$ cat config.mk
export PLATFORM = sky130hd
export DESIGN_NAME = brs_sched
export DESIGN_NICKNAME = d
export VERILOG_FILES = /design/src/rtl/brs_pkg.sv /design/src/rtl/brs_log.sv /design/src/rtl/brs_sched.sv
export SDC_FILE = /design/constraint.sdc
export NUM_CORES = 1
export LEC_CHECK = 0
export CAP_MARGIN = 20
export CORE_MARGIN = 2
export CORE_UTILIZATION = 30
export DETAILED_ROUTE_END_ITERATION = 7
export DONT_BUFFER_PORTS = 1
export RECOVER_POWER = 100
export SLEW_MARGIN = 30
export SYNTH_ARGS = -nofsm -noshare
export SYNTH_HDL_FRONTEND = slang
export SYNTH_SLANG_ARGS = --single-unit
$ cat constraint.sdc
create_clock -name clk -period 5.1 [get_ports clk]
set_clock_uncertainty 0.15 [all_clocks]
set_input_delay 1.53 -clock clk [delete_from_list [all_inputs] [get_ports clk]]
set_output_delay 1.53 -clock clk [all_outputs]
set_load 0.02 [all_outputs]
$ cat src/rtl/brs_pkg.sv
// Shared types and constants for the brs_sched scheduler and its brs_log shifter.
package brs_pkg;

   localparam int unsigned DATA_W = 8;
   localparam int unsigned CT_W   = 3;

   typedef enum logic [1:0] {
      IDLE = 2'd0,
      EVAL = 2'd1,
      RESP = 2'd2
   } state_t;

   // Sign-fill mask for an arithmetic right shift: top ct bits set, none for ct=0.
   function automatic logic [DATA_W-1:0] fill_mask(input logic [CT_W-1:0] ct);
      logic [DATA_W-1:0] ones;
      ones = '1;
      if (ct == '0) return '0;
      return ones << (DATA_W - 32'(ct));
   endfunction

endpackage

$ cat src/rtl/brs_log.sv
// 3-level logarithmic logical right shifter (stages of 1, 2 and 4 bits).
module brs_log
   import brs_pkg::*;
(
   input  logic [DATA_W-1:0] inp_x,
   input  logic [CT_W-1:0]   shift_ct,
   output logic [DATA_W-1:0] outp_y
);

   logic [DATA_W-1:0] s1;
   logic [DATA_W-1:0] s2;

   always_comb begin
      s1     = shift_ct[0] ? (inp_x >> 1) : inp_x;
      s2     = shift_ct[1] ? (s1 >> 2)    : s1;
      outp_y = shift_ct[2] ? (s2 >> 4)    : s2;
   end

endmodule

$ cat src/rtl/brs_sched.sv
// Round-robin two-requester scheduler sharing one brs_log shifter.
// Optional sign-fill (arithmetic shift) enabled by defining BRS_SCHED_ARITH_EN.
module brs_sched
   import brs_pkg::*;
#(
   parameter bit PRIO_INIT = 1'b0
)
(
   input  logic              clk,
   input  logic              rst_n,
   input  logic              req0_valid,
   output logic              req0_ready,
   input  logic [DATA_W-1:0] req0_x,
   input  logic [CT_W-1:0]   req0_ct,
   input  logic              req1_valid,
   output logic              req1_ready,
   input  logic [DATA_W-1:0] req1_x,
   input  logic [CT_W-1:0]   req1_ct,
`ifdef BRS_SCHED_ARITH_EN
   input  logic              req0_arith,
   input  logic              req1_arith,
`endif
   output logic              resp_valid,
   input  logic              resp_ready,
   output logic [DATA_W-1:0] resp_y,
   output logic              resp_id,
   output logic              busy
);

   state_t            state;
   state_t            state_nxt;
   logic              ptr;
   logic              grant;
   logic              win;
   logic [DATA_W-1:0] x_q;
   logic [CT_W-1:0]   ct_q;
   logic              id_q;
   logic [DATA_W-1:0] shift_y;
   logic [DATA_W-1:0] y_res;
`ifdef BRS_SCHED_ARITH_EN
   logic              arith_q;
`endif

   brs_log u_log (
      .inp_x    (x_q),
      .shift_ct (ct_q),
      .outp_y   (shift_y)
   );

`ifdef BRS_SCHED_ARITH_EN
   assign y_res = shift_y | ((arith_q && x_q[DATA_W-1]) ? fill_mask(ct_q) : '0);
`else
   assign y_res = shift_y;
`endif

   assign resp_valid = (state == RESP);
   assign busy       = (state != IDLE);

   // Grant is suppressed while reset is asserted so no request is acknowledged and then lost.
   always_comb begin
      state_nxt  = state;
      grant      = 1'b0;
      win        = ptr;
      req0_ready = 1'b0;
      req1_ready = 1'b0;
      case (state)
         IDLE: begin
            if (rst_n && (req0_valid || req1_valid)) begin
               grant      = 1'b1;
               win        = (req0_valid && req1_valid) ? ptr : req1_valid;
               req0_ready = ~win;
               req1_ready = win;
               state_nxt  = EVAL;
            end
         end
         EVAL:    state_nxt = RESP;
         RESP:    if (resp_ready) state_nxt = IDLE;
         default: state_nxt = IDLE;
      endcase
   end

   always_ff @(posedge clk) begin
      if (!rst_n) begin
         state   <= IDLE;
         ptr     <= PRIO_INIT;
         x_q     <= '0;
         ct_q    <= '0;
         id_q    <= 1'b0;
         resp_y  <= '0;
         resp_id <= 1'b0;
`ifdef BRS_SCHED_ARITH_EN
         arith_q <= 1'b0;
`endif
      end else begin
         state <= state_nxt;
         if (grant) begin
            x_q  <= win ? req1_x  : req0_x;
            ct_q <= win ? req1_ct : req0_ct;
            id_q <= win;
            ptr  <= ~win;
`ifdef BRS_SCHED_ARITH_EN
            arith_q <= win ? req1_arith : req0_arith;
`endif
         end
         if (state == EVAL) begin
            resp_y  <= y_res;
            resp_id <= id_q;
         end
      end
   end

endmodule

==> results of run 1 <==
-- layer usage --
metal,global-route usage,vias up,routed length [microns]
met1,0.168,451,1290
li1,-,519,-
met3,0.0455,2,197
met2,0.203,35,1340
met5,0,-,0
met4,0.0588,0,43
-- state kept, by name (all words and copies together), names as in the netlist --
register  flops
resp_y        8
x_q           8
ct_q          3
state         2
id_q          1
ptr           1
resp_id       1
-- power by group through the flow --
stage          clock [mW]  combinational [mW]  sequential (mW)
2_1_floorplan           0              0.0859            0.226
3_3_place_gp            0              0.0878            0.236
3_5_place_dp            0              0.0903            0.238
4_1_cts             0.116              0.0907            0.233
5_1_grt             0.121              0.0987            0.237
6_report            0.111              0.0885            0.233
-- layout make-up --
class,instances,area [sq um],area share
Tap cell,50,62.6,0.0473
Inverter,3,11.3,0.00851
Multi-Input combinational cell,113,723,0.547
Sequential cell,24,480,0.363
Timing Repair Buffer,1,3.75,0.00284
Clock buffer,3,41.3,0.0312
-- synthesized netlist by cell type (3+ instances only) --
cell type	n	area, sq um
sky130_fd_sc_hd__inv_1	3	11.3
sky130_fd_sc_hd__o31ai_2	8	100
sky130_fd_sc_hd__clkbuf_1	4	15.0
sky130_fd_sc_hd__nor2_1	16	60.1
sky130_fd_sc_hd__o21ai_0	5	25.0
sky130_fd_sc_hd__dfxtp_1	24	480
sky130_fd_sc_hd__nor2b_1	9	56.3
sky130_fd_sc_hd__a22oi_1	4	30.0
sky130_fd_sc_hd__mux2i_1	8	80.1
sky130_fd_sc_hd__o31ai_1	3	22.5
sky130_fd_sc_hd__a21oi_1	3	15.0
sky130_fd_sc_hd__nand2b_1	3	18.8
sky130_fd_sc_hd__nand2_1	20	75.1
sky130_fd_sc_hd__nor3_1	10	50.1
-- cell families after synthesis --
logic type             after synthesis
buffers and inverters               13
DFF                                 24
and+or+nand+nor                     70
AOI/OAI and AO/OA                   34
muxes                                9
-- worst min path at each step --
stage | start | endpoint | depth (start not counted)
6_report | x_q[0]$_SDFFE_PN0P_ | x_q[0]$_SDFFE_PN0P_ | 2
5_1_grt | x_q[1]$_SDFFE_PN0P_ | x_q[1]$_SDFFE_PN0P_ | 2
4_1_cts | x_q[1]$_SDFFE_PN0P_ | x_q[1]$_SDFFE_PN0P_ | 2
3_5_place_dp | x_q[1]$_SDFFE_PN0P_ | x_q[1]$_SDFFE_PN0P_ | 2
3_3_place_gp | x_q[0]$_SDFFE_PN0P_ | x_q[0]$_SDFFE_PN0P_ | 2
2_1_floorplan | x_q[0]$_SDFFE_PN0P_ | x_q[0]$_SDFFE_PN0P_ | 2
-- critical path, delay by kind of cell --
family,cells,cell delay (ns)
and+or+nand+nor,3,1.06
==> flow_metrics.py, run 1 <==
metrics = {
    "status": {
        "status": "finished, final reports clean",
    },
    "setup_path": {
        "worst-endpoint-arrival_ns": 2.60,
        "rr_worst_depth": 4,
        "r2r_slack_ns": 2.50,
        "crit_path_end_kind": "primary output",
        "crit-reg2reg-launch": "state[1]$_SDFFE_PN0P_",
        "critical_path.cell_chain": "nand2b_1 > and2_0 > nor2b_1",
        "worstSetupStartpoint": "req0_valid",
        "cp-start-kind": "input pin",
        "worst_setup_path_endpoint": "req1_ready",
        "worst_ep_required_time_ns": 3.42,
        "worst_r2r_endpoint": "x_q[4]$_SDFFE_PN0P_",
        "worstPathMaxFanout": 13,
        "crit_type": "input pin to primary output",
        "worst_path_largest_cell_delay_ns": 0.55,
        "critical_path.slowest_cell": "sky130_fd_sc_hd__and2_0",
    },
    "cells_and_area": {
        "final_util": 0.328,
        "layout.cells.most_common_list": "sky130_fd_sc_hd__dfxtp_1 (24), sky130_fd_sc_hd__nand2_1 (20), sky130_fd_sc_hd__nor2_1 (16), sky130_fd_sc_hd__nor3_1 (10), sky130_fd_sc_hd__nor2b_1 (9)",
        "layout-drive-gt1-share": 0.111,
        "final_nets": 173,
        "filler_cell_count": 438,
        "post-route-cell-area_sq_mm": 0.00132,
        "layoutNonFillerInstCount": 194,
        "synthToLayoutAreaGrowth_pct": 4.65,
        "layout_commonest_cell": "sky130_fd_sc_hd__dfxtp_1",
        "num_antenna_cells": 0,
    },
    "power_and_ir_drop": {
        "power.sequential.fraction": 0.539,
        "ir_worst_vdd_v": 0.000164,
        "pwr_density_cell_mw_per_mm2": 327,
        "switching_share": 0.317,
        "post_layout_total_power_uw": 432,
        "net-switching-power_uw": 137,
        "share_clk_of_total_power": 0.256,
        "design_internal_power_uw": 295,
        "power.static_leakage_nw": 0.451,
        "comb_power_share": 0.205,
    },
    "sta": {
        "timing.fmax_ghz": 0.234,
        "number_of_endpoints_failing_setup_at_the_final_stage": 0,
        "finalCritPeriodShare": 0.839,
        "report.final.hold_viol_count": 0,
        "report.final.slew_viol_count": 0,
        "worst_hold_slack_after_final_layout_ns": 0.322,
        "max_slew.worst_pin.slew_ns": 1.40,
        "rsz0062_at_grt": "no",
        "final.setup.worst_slack_ns": 0.823,
        "finalCriticalPeriod_ns": 4.28,
        "worst_slew_margin_rel": 0.0612,
        "setup-tns-final_ns": 0,
    },
    "cts": {
        "worst_setup_hold_path_clk_slew_ns": 0.08,
        "cts_setup_buffers": 0,
        "clkSinkCount": 24,
        "post_cts_hold_buffer_count": 0,
        "cts.root.buffer_cell": "sky130_fd_sc_hd__clkbuf_8",
        "worst_skew_pair_latency_ns": 0.26,
        "cts_max_level": 1,
        "maximum_number_of_buffers_from_clock_root_to_sink": 2,
        "number_of_buffers_created_by_cts": 3,
        "ctsResizeCount": 0,
        "cts_tree": "done",
    },
    "global_routing": {
        "grt.total_usage": 0.133,
        "global_route_wire_length_before_repair_mm": 4.51,
        "first_global_vias": 964,
        "pin_count_of_the_biggest_net_entering_global_routing": 18,
        "grt_antenna_before_repair": 0,
        "grt-ovfl-total": 0,
    },
    "synthesis": {
        "synth_area_sq_mm": 0.00126,
        "synth_compound_gate_area_share": 0.222,
        "ys_warn_count": 0,
        "number_of_instances_in_the_synthesized_netlist": 150,
        "netlist-cell-type-count": 36,
        "xor_xnor_cell_area_share_of_the_yosys_netlist": 0,
        "syn_area_per_cell_sq_um": 8.42,
        "muxShareOfSynthArea": 0.0723,
        "synthFlopType": "sky130_fd_sc_hd__dfxtp_1",
        "synth_enable_flop_cells": 0,
        "mappedNetlistNets": 177,
        "postSynthRegisterBits": 24,
        "main_combinational_cell_family_by_area_after_synthesis": "simple AND/OR/NAND/NOR gates",
        "synth_sequential_area_ratio": 0.380,
        "ys_async_sr_fraction": 0,
        "post_synth_fa_ha_maj_area_fraction": 0,
        "synthSimpleGateAreaFrac": 0.276,
    },
    "job": {
        "max_cap_viol_count": 0,
    },
    "place": {
        "port-buffer-count": 0,
        "routabilityCongestion": 0.851,
        "place_inst": 191,
        "place.detailed.hpwl_mm": 2.25,
        "place_area_sq_mm": 0.00129,
        "dp_worst_setup_slack_ns": 0.959,
    },
    "drt": {
        "drt-wirelength-per-cell_microns": 14.8,
        "via_per_inst": 5.19,
        "initialDrtViolationCount": 51,
        "drc": 0,
        "postRouteAntennaNets": 0,
        "routed_wl_mm": 2.87,
        "num_vias": 1007,
        "detailedRoute.firstPassIterationCount": 4,
    },
    "floorplanning": {
        "die_h_microns": 68.9,
        "horiz_die_dim_microns": 68.9,
        "design.portCount": 40,
        "std_cell_rows": 23,
        "core_sq_mm": 0.00403,
        "fp.dieArea_sq_mm": 0.00475,
        "initial_core_util": 0.314,
    },
    "min_path": {
        "timing.hold.worst.class": "register to register",
    },
}
Note: power is estimated with default switching activity, not from simulation.
==> inputs of run 2 (changes only) <==
==> constraint.sdc (replaced) <==
create_clock -name clk -period 3.6 [get_ports clk]
set_clock_uncertainty 0.15 [all_clocks]
set_input_delay 1.08 -clock clk [delete_from_list [all_inputs] [get_ports clk]]
set_output_delay 1.08 -clock clk [all_outputs]
set_load 0.02 [all_outputs]
==> flow_metrics.py, run 2 (synthesized netlist as in run 1, its figures left out) <==
metrics = {
    "power_and_ir_drop": {
        "net-switching-power_uw": 198,
        "share_clk_of_total_power": 0.282,
        "post_layout_total_power_uw": 644,
        "design_internal_power_uw": 445,
        "switching_share": 0.308,
        "power.sequential.fraction": 0.513,
        "power.static_leakage_nw": 0.479,
        "comb_power_share": 0.205,
        "pwr_density_cell_mw_per_mm2": 472,
        "ir_worst_vdd_v": 0.000195,
    },
    "floorplanning": {
        "die_h_microns": 68.9,
        "std_cell_rows": 23,
        "fp.dieArea_sq_mm": 0.00475,
        "design.portCount": 40,
        "horiz_die_dim_microns": 68.9,
        "initial_core_util": 0.314,
        "core_sq_mm": 0.00403,
    },
    "cts": {
        "worst_skew_pair_latency_ns": 0.26,
        "maximum_number_of_buffers_from_clock_root_to_sink": 2,
        "cts_setup_buffers": 0,
        "cts_tree": "done",
        "worst_setup_hold_path_clk_slew_ns": 0.08,
        "cts_max_level": 1,
        "post_cts_hold_buffer_count": 0,
        "number_of_buffers_created_by_cts": 3,
        "clkSinkCount": 24,
        "cts.root.buffer_cell": "sky130_fd_sc_hd__clkbuf_8",
        "ctsResizeCount": 0,
    },
    "cells_and_area": {
        "layout_commonest_cell": "sky130_fd_sc_hd__dfxtp_1",
        "final_nets": 178,
        "layout.cells.most_common_list": "sky130_fd_sc_hd__dfxtp_1 (24), sky130_fd_sc_hd__nand2_1 (20), sky130_fd_sc_hd__nor2_1 (16), sky130_fd_sc_hd__nor3_1 (10), sky130_fd_sc_hd__nor2b_1 (9)",
        "filler_cell_count": 435,
        "synthToLayoutAreaGrowth_pct": 7.92,
        "layout-drive-gt1-share": 0.127,
        "num_antenna_cells": 0,
        "reg.largest.list": "resp_y x8, x_q x8, ct_q x3",
    },
    "sta": {
        "worst_slew_margin_rel": -0.0110,
        "number_of_endpoints_failing_setup_at_the_final_stage": 0,
        "rsz0062_at_grt": "no",
        "max_slew.worst_pin.slew_ns": 1.50,
        "report.final.slew_viol_count": 12,
        "worst_hold_slack_after_final_layout_ns": 0.321,
        "timing.fmax_ghz": 0.311,
        "finalCritPeriodShare": 0.894,
        "report.final.hold_viol_count": 0,
        "setup-tns-final_ns": 0,
        "final.setup.worst_slack_ns": 0.383,
        "finalCriticalPeriod_ns": 3.22,
    },
    "setup_path": {
        "worst_path_largest_cell_delay_ns": 0.41,
        "crit_path_end_kind": "primary output",
        "critical_path.n_buffers_inverters": 1,
        "worstPathMaxFanout": 9,
        "crit_type": "input pin to primary output",
        "timing.critical_path.max_delay_family": "simple AND/OR/NAND/NOR gates",
        "critical_path.slowest_cell": "sky130_fd_sc_hd__and2_0",
        "cp-start-kind": "input pin",
        "worst-endpoint-arrival_ns": 1.99,
        "critical_path.cell_chain": "nand2b_1 > and2_0 > nor2b_1 > clkbuf_1",
        "worst_ep_required_time_ns": 2.37,
    },
    "status": {
        "status": "finished, violations left",
        "violations": "capacitance limit, slew limit",
    },
    "min_path": {
        "timing.hold.worst.class": "register to register",
    },
    "global_routing": {
        "grt.total_usage": 0.136,
        "grt-ovfl-total": 0,
        "first_global_vias": 1032,
        "global_route_wire_length_before_repair_mm": 4.78,
        "pin_count_of_the_biggest_net_entering_global_routing": 18,
        "grt_antenna_before_repair": 0,
    },
    "drt": {
        "drt-wirelength-per-cell_microns": 14.8,
        "via_per_inst": 5.20,
        "initialDrtViolationCount": 30,
        "routed_wl_mm": 2.97,
        "drc": 0,
        "detailedRoute.firstPassIterationCount": 4,
        "postRouteAntennaNets": 0,
        "num_vias": 1039,
    },
    "place": {
        "port-buffer-count": 0,
        "dp_worst_setup_slack_ns": 0.556,
        "place.detailed.hpwl_mm": 2.33,
        "routabilityCongestion": 0.803,
    },
    "job": {
        "max_cap_viol_count": 1,
    },
}
==> run 2: worst paths after layout <==
kind                              start                  end  slack [ns]  depth (start not counted)
hold / removal      x_q[0]$_SDFFE_PN0P_  x_q[0]$_SDFFE_PN0P_        0.32                          2
setup / recovery             req0_valid           req1_ready        0.38                          4
hold reg to reg     x_q[0]$_SDFFE_PN0P_  x_q[0]$_SDFFE_PN0P_        0.32                          2
setup reg to reg  state[1]$_SDFFE_PN0P_  x_q[3]$_SDFFE_PN0P_        0.89                          4
==> run 2: power by group through the flow <==
stage | Sequential [mW] | Combinational (mW) | Clock (mW)
2_1_floorplan | 0.320 | 0.122 | 0
3_3_place_gp | 0.335 | 0.131 | 0
3_5_place_dp | 0.336 | 0.136 | 0
4_1_cts | 0.330 | 0.137 | 0.190
5_1_grt | 0.335 | 0.148 | 0.202
6_report | 0.330 | 0.132 | 0.182
==> run 2: routing by layer <==
layer | track usage | part of all wire
met2 | 0.222 | 0.46
met4 | 0.0368 | 0.0091
met1 | 0.177 | 0.49
met5 | 0 | 0
met3 | 0.0325 | 0.047
==> run 2: final cells by class <==
class / count / area [sq um] / share of cell area
inverter: 3 / 11.3 / 0.00826
multi-input combinational: 113 / 717 / 0.526
tap: 50 / 62.6 / 0.0459
timing repair buffer: 6 / 37.5 / 0.0275
clock buffer: 4 / 55.1 / 0.0404
sequential: 24 / 480 / 0.352
==> run 2: through the flow <==
stage | cells | area, sq um | utilization
finish | 200 | 1360 | 0.339
global placement | 196 | 1320 | 0.328
floorplan | 150 | 1260 | -
global route | 200 | 1360 | 0.339
detailed placement | 196 | 1320 | 0.328
CTS | 200 | 1380 | 0.341
==> run 2: tightest hold or removal path, cell delays in order (launching register included) <==
cell	delay, ns
sky130_fd_sc_hd__dfxtp_1	0.32
sky130_fd_sc_hd__nand2_1	0.05
sky130_fd_sc_hd__o31ai_1	0.06
==> inputs of run 3 (changes only) <==
--- a/config.mk
+++ b/config.mk
@@ -8,9 +8,11 @@
 export CAP_MARGIN = 20
 export CORE_MARGIN = 2
 export CORE_UTILIZATION = 30
+export CTS_CLUSTER_DIAMETER = 120
 export DETAILED_ROUTE_END_ITERATION = 7
 export DONT_BUFFER_PORTS = 1
 export RECOVER_POWER = 100
+export REMOVE_ABC_BUFFERS = 1
 export SLEW_MARGIN = 30
 export SYNTH_ARGS = -nofsm -noshare
 export SYNTH_HDL_FRONTEND = slang
==> constraint.sdc (replaced) <==
create_clock -name clk -period 3.91 [get_ports clk]
set_clock_uncertainty 0.15 [all_clocks]
set_input_delay 1.173 -clock clk [delete_from_list [all_inputs] [get_ports clk]]
set_output_delay 1.173 -clock clk [all_outputs]
set_load 0.02 [all_outputs]
==> flow_metrics.py, run 3 (synthesized netlist as in run 1, its figures left out) <==
metrics = {
    "status": {
        "status": "finished, violations left",
        "violations": "capacitance limit",
    },
    "sta": {
        "worst_slew_margin_rel": 0.00159,
        "finalCriticalPeriod_ns": 3.57,
        "finalCritPeriodShare": 0.913,
        "report.final.hold_viol_count": 0,
        "report.final.slew_viol_count": 0,
        "number_of_endpoints_failing_setup_at_the_final_stage": 0,
        "rsz0062_at_grt": "no",
        "max_slew.worst_pin.slew_ns": 1.48,
        "timing.fmax_ghz": 0.280,
        "setup-tns-final_ns": 0,
    },
    "cells_and_area": {
        "synthToLayoutAreaGrowth_pct": 5.64,
        "layout_commonest_cell": "sky130_fd_sc_hd__dfxtp_1",
        "num_antenna_cells": 0,
        "final_util": 0.331,
        "filler_cell_count": 420,
        "layout.cells.most_common_list": "sky130_fd_sc_hd__dfxtp_1 (24), sky130_fd_sc_hd__nand2_1 (20), sky130_fd_sc_hd__nor2_1 (16), sky130_fd_sc_hd__nor3_1 (10), sky130_fd_sc_hd__nor2b_1 (9)",
        "multi_input_area_sq_um": 717,
        "reg.largest.list": "resp_y x8, x_q x8, ct_q x3",
        "final_nets": 176,
        "layout-drive-gt1-share": 0.116,
        "seq_area_sq_um": 480,
    },
    "power_and_ir_drop": {
        "share_clk_of_total_power": 0.253,
        "design_internal_power_uw": 387,
        "comb_power_share": 0.210,
        "net-switching-power_uw": 178,
        "power.sequential.fraction": 0.537,
        "switching_share": 0.315,
        "power.static_leakage_nw": 0.462,
        "ir_worst_vdd_v": 0.000153,
        "pwr_density_cell_mw_per_mm2": 424,
    },
    "cts": {
        "cts_tree": "done",
        "post_cts_hold_buffer_count": 0,
        "maximum_number_of_buffers_from_clock_root_to_sink": 2,
        "cts_setup_buffers": 0,
        "cts.root.buffer_cell": "sky130_fd_sc_hd__clkbuf_8",
        "number_of_buffers_created_by_cts": 3,
        "worst_skew_pair_latency_ns": 0.26,
        "worst_setup_hold_path_clk_slew_ns": 0.08,
        "clkSinkCount": 24,
        "ctsResizeCount": 0,
        "cts_max_level": 1,
    },
    "setup_path": {
        "worst_ep_required_time_ns": 2.59,
        "crit_path_end_kind": "primary output",
        "worstSetupStartpoint": "req0_valid",
        "worst_r2r_endpoint": "x_q[6]$_SDFFE_PN0P_",
        "r2r_slack_ns": 1.22,
        "worstPathMaxFanout": 13,
        "crit_type": "input pin to primary output",
        "rr_worst_depth": 4,
        "worst-endpoint-arrival_ns": 2.25,
        "worst_setup_path_endpoint": "req1_ready",
        "cp-start-kind": "input pin",
        "crit-reg2reg-launch": "state[1]$_SDFFE_PN0P_",
    },
    "global_routing": {
        "grt.total_usage": 0.129,
        "grt-ovfl-total": 0,
        "use_met3": 0.0406,
        "global_route_wire_length_before_repair_mm": 4.59,
        "pin_count_of_the_biggest_net_entering_global_routing": 18,
        "grt.busiest_layer": "met2",
        "globalRouteMet2Util": 0.207,
        "met1_usage": 0.167,
        "grt_antenna_before_repair": 0,
        "first_global_vias": 1002,
    },
    "floorplanning": {
        "std_cell_rows": 23,
        "fp.dieArea_sq_mm": 0.00475,
        "initial_core_util": 0.314,
        "core_sq_mm": 0.00403,
        "design.portCount": 40,
        "die_h_microns": 68.9,
        "horiz_die_dim_microns": 68.9,
    },
    "drt": {
        "drc": 0,
        "postRouteAntennaNets": 0,
        "detailedRoute.firstPassIterationCount": 4,
        "routed_wl_mm": 2.90,
        "initialDrtViolationCount": 36,
        "num_vias": 1011,
        "via_per_inst": 5.13,
        "drt-wirelength-per-cell_microns": 14.7,
    },
    "place": {
        "port-buffer-count": 0,
        "place.detailed.hpwl_mm": 2.21,
        "routabilityCongestion": 0.785,
    },
    "job": {
        "max_cap_viol_count": 1,
    },
    "min_path": {
        "timing.hold.worst.class": "register to register",
        "min_delay_path_depth": 2,
    },
}
run 3: changes by cell type in the layout (fill, tap and decap cells not counted):
cell	before	now
sky130_fd_sc_hd__buf_4	4	2
sky130_fd_sc_hd__clkbuf_8	4	3
sky130_fd_sc_hd__mux2_2	0	1
sky130_fd_sc_hd__mux2_1	1	0
run 3: stage by stage:
step / power [mW] / cells / setup WS [ns] / cell area [sq um] / hold WS, ns
detailed placement: 0.430 / 194 / 0.581 / 1310 / 0.319
floorplan: 0.397 / 140 / 0.459 / 1210 / 0.271
CTS: 0.574 / 197 / 0.575 / 1350 / 0.332
global placement: 0.425 / 194 / 0.597 / 1310 / 0.295
global route: 0.600 / 197 / 0.268 / 1340 / 0.342
finish: 0.566 / 197 / 0.340 / 1340 / 0.326
run 3: how the worst min path moves through the flow:
stage                         from                   end  slack, ns
3_5_place_dp     id_q$_SDFFE_PN0P_  resp_id$_SDFFE_PN0N_       0.32
4_1_cts        x_q[0]$_SDFFE_PN0P_   x_q[0]$_SDFFE_PN0P_       0.33
5_1_grt        x_q[0]$_SDFFE_PN0P_   x_q[0]$_SDFFE_PN0P_       0.34
3_3_place_gp   x_q[0]$_SDFFE_PN0P_   x_q[0]$_SDFFE_PN0P_       0.29
6_report       x_q[0]$_SDFFE_PN0P_   x_q[0]$_SDFFE_PN0P_       0.33
2_1_floorplan  x_q[0]$_SDFFE_PN0P_   x_q[0]$_SDFFE_PN0P_       0.27
run 3: power groups by stage:
| stage | logic (mW) | registers, mW | clock network (mW) |
|---|---|---|---|
| floorplan | 0.0956 | 0.301 | 0 |
| global placement | 0.117 | 0.308 | 0 |
| detailed placement | 0.120 | 0.310 | 0 |
| CTS | 0.121 | 0.304 | 0.150 |
| global route | 0.134 | 0.308 | 0.158 |
| finish | 0.118 | 0.304 | 0.143 |
run 3: cell type report:
type / count / area share
inverter: 3 / 0.00843
timing repair buffer: 4 / 0.0169
sequential: 24 / 0.360
tap: 50 / 0.0469
clock buffer: 3 / 0.0309
multi-input combinational: 113 / 0.537
run 3: critical path: stages:
cell                       delay (ns)
sky130_fd_sc_hd__nand2b_1        0.07
sky130_fd_sc_hd__and2_0          0.56
sky130_fd_sc_hd__nor2b_1         0.20
sky130_fd_sc_hd__clkbuf_1        0.24
run 3: metal layers:
layer,up-vias,part of all wire
li1,523,-
met1,440,0.45
met2,42,0.46
met3,6,0.073
met4,0,0.018
met5,-,0
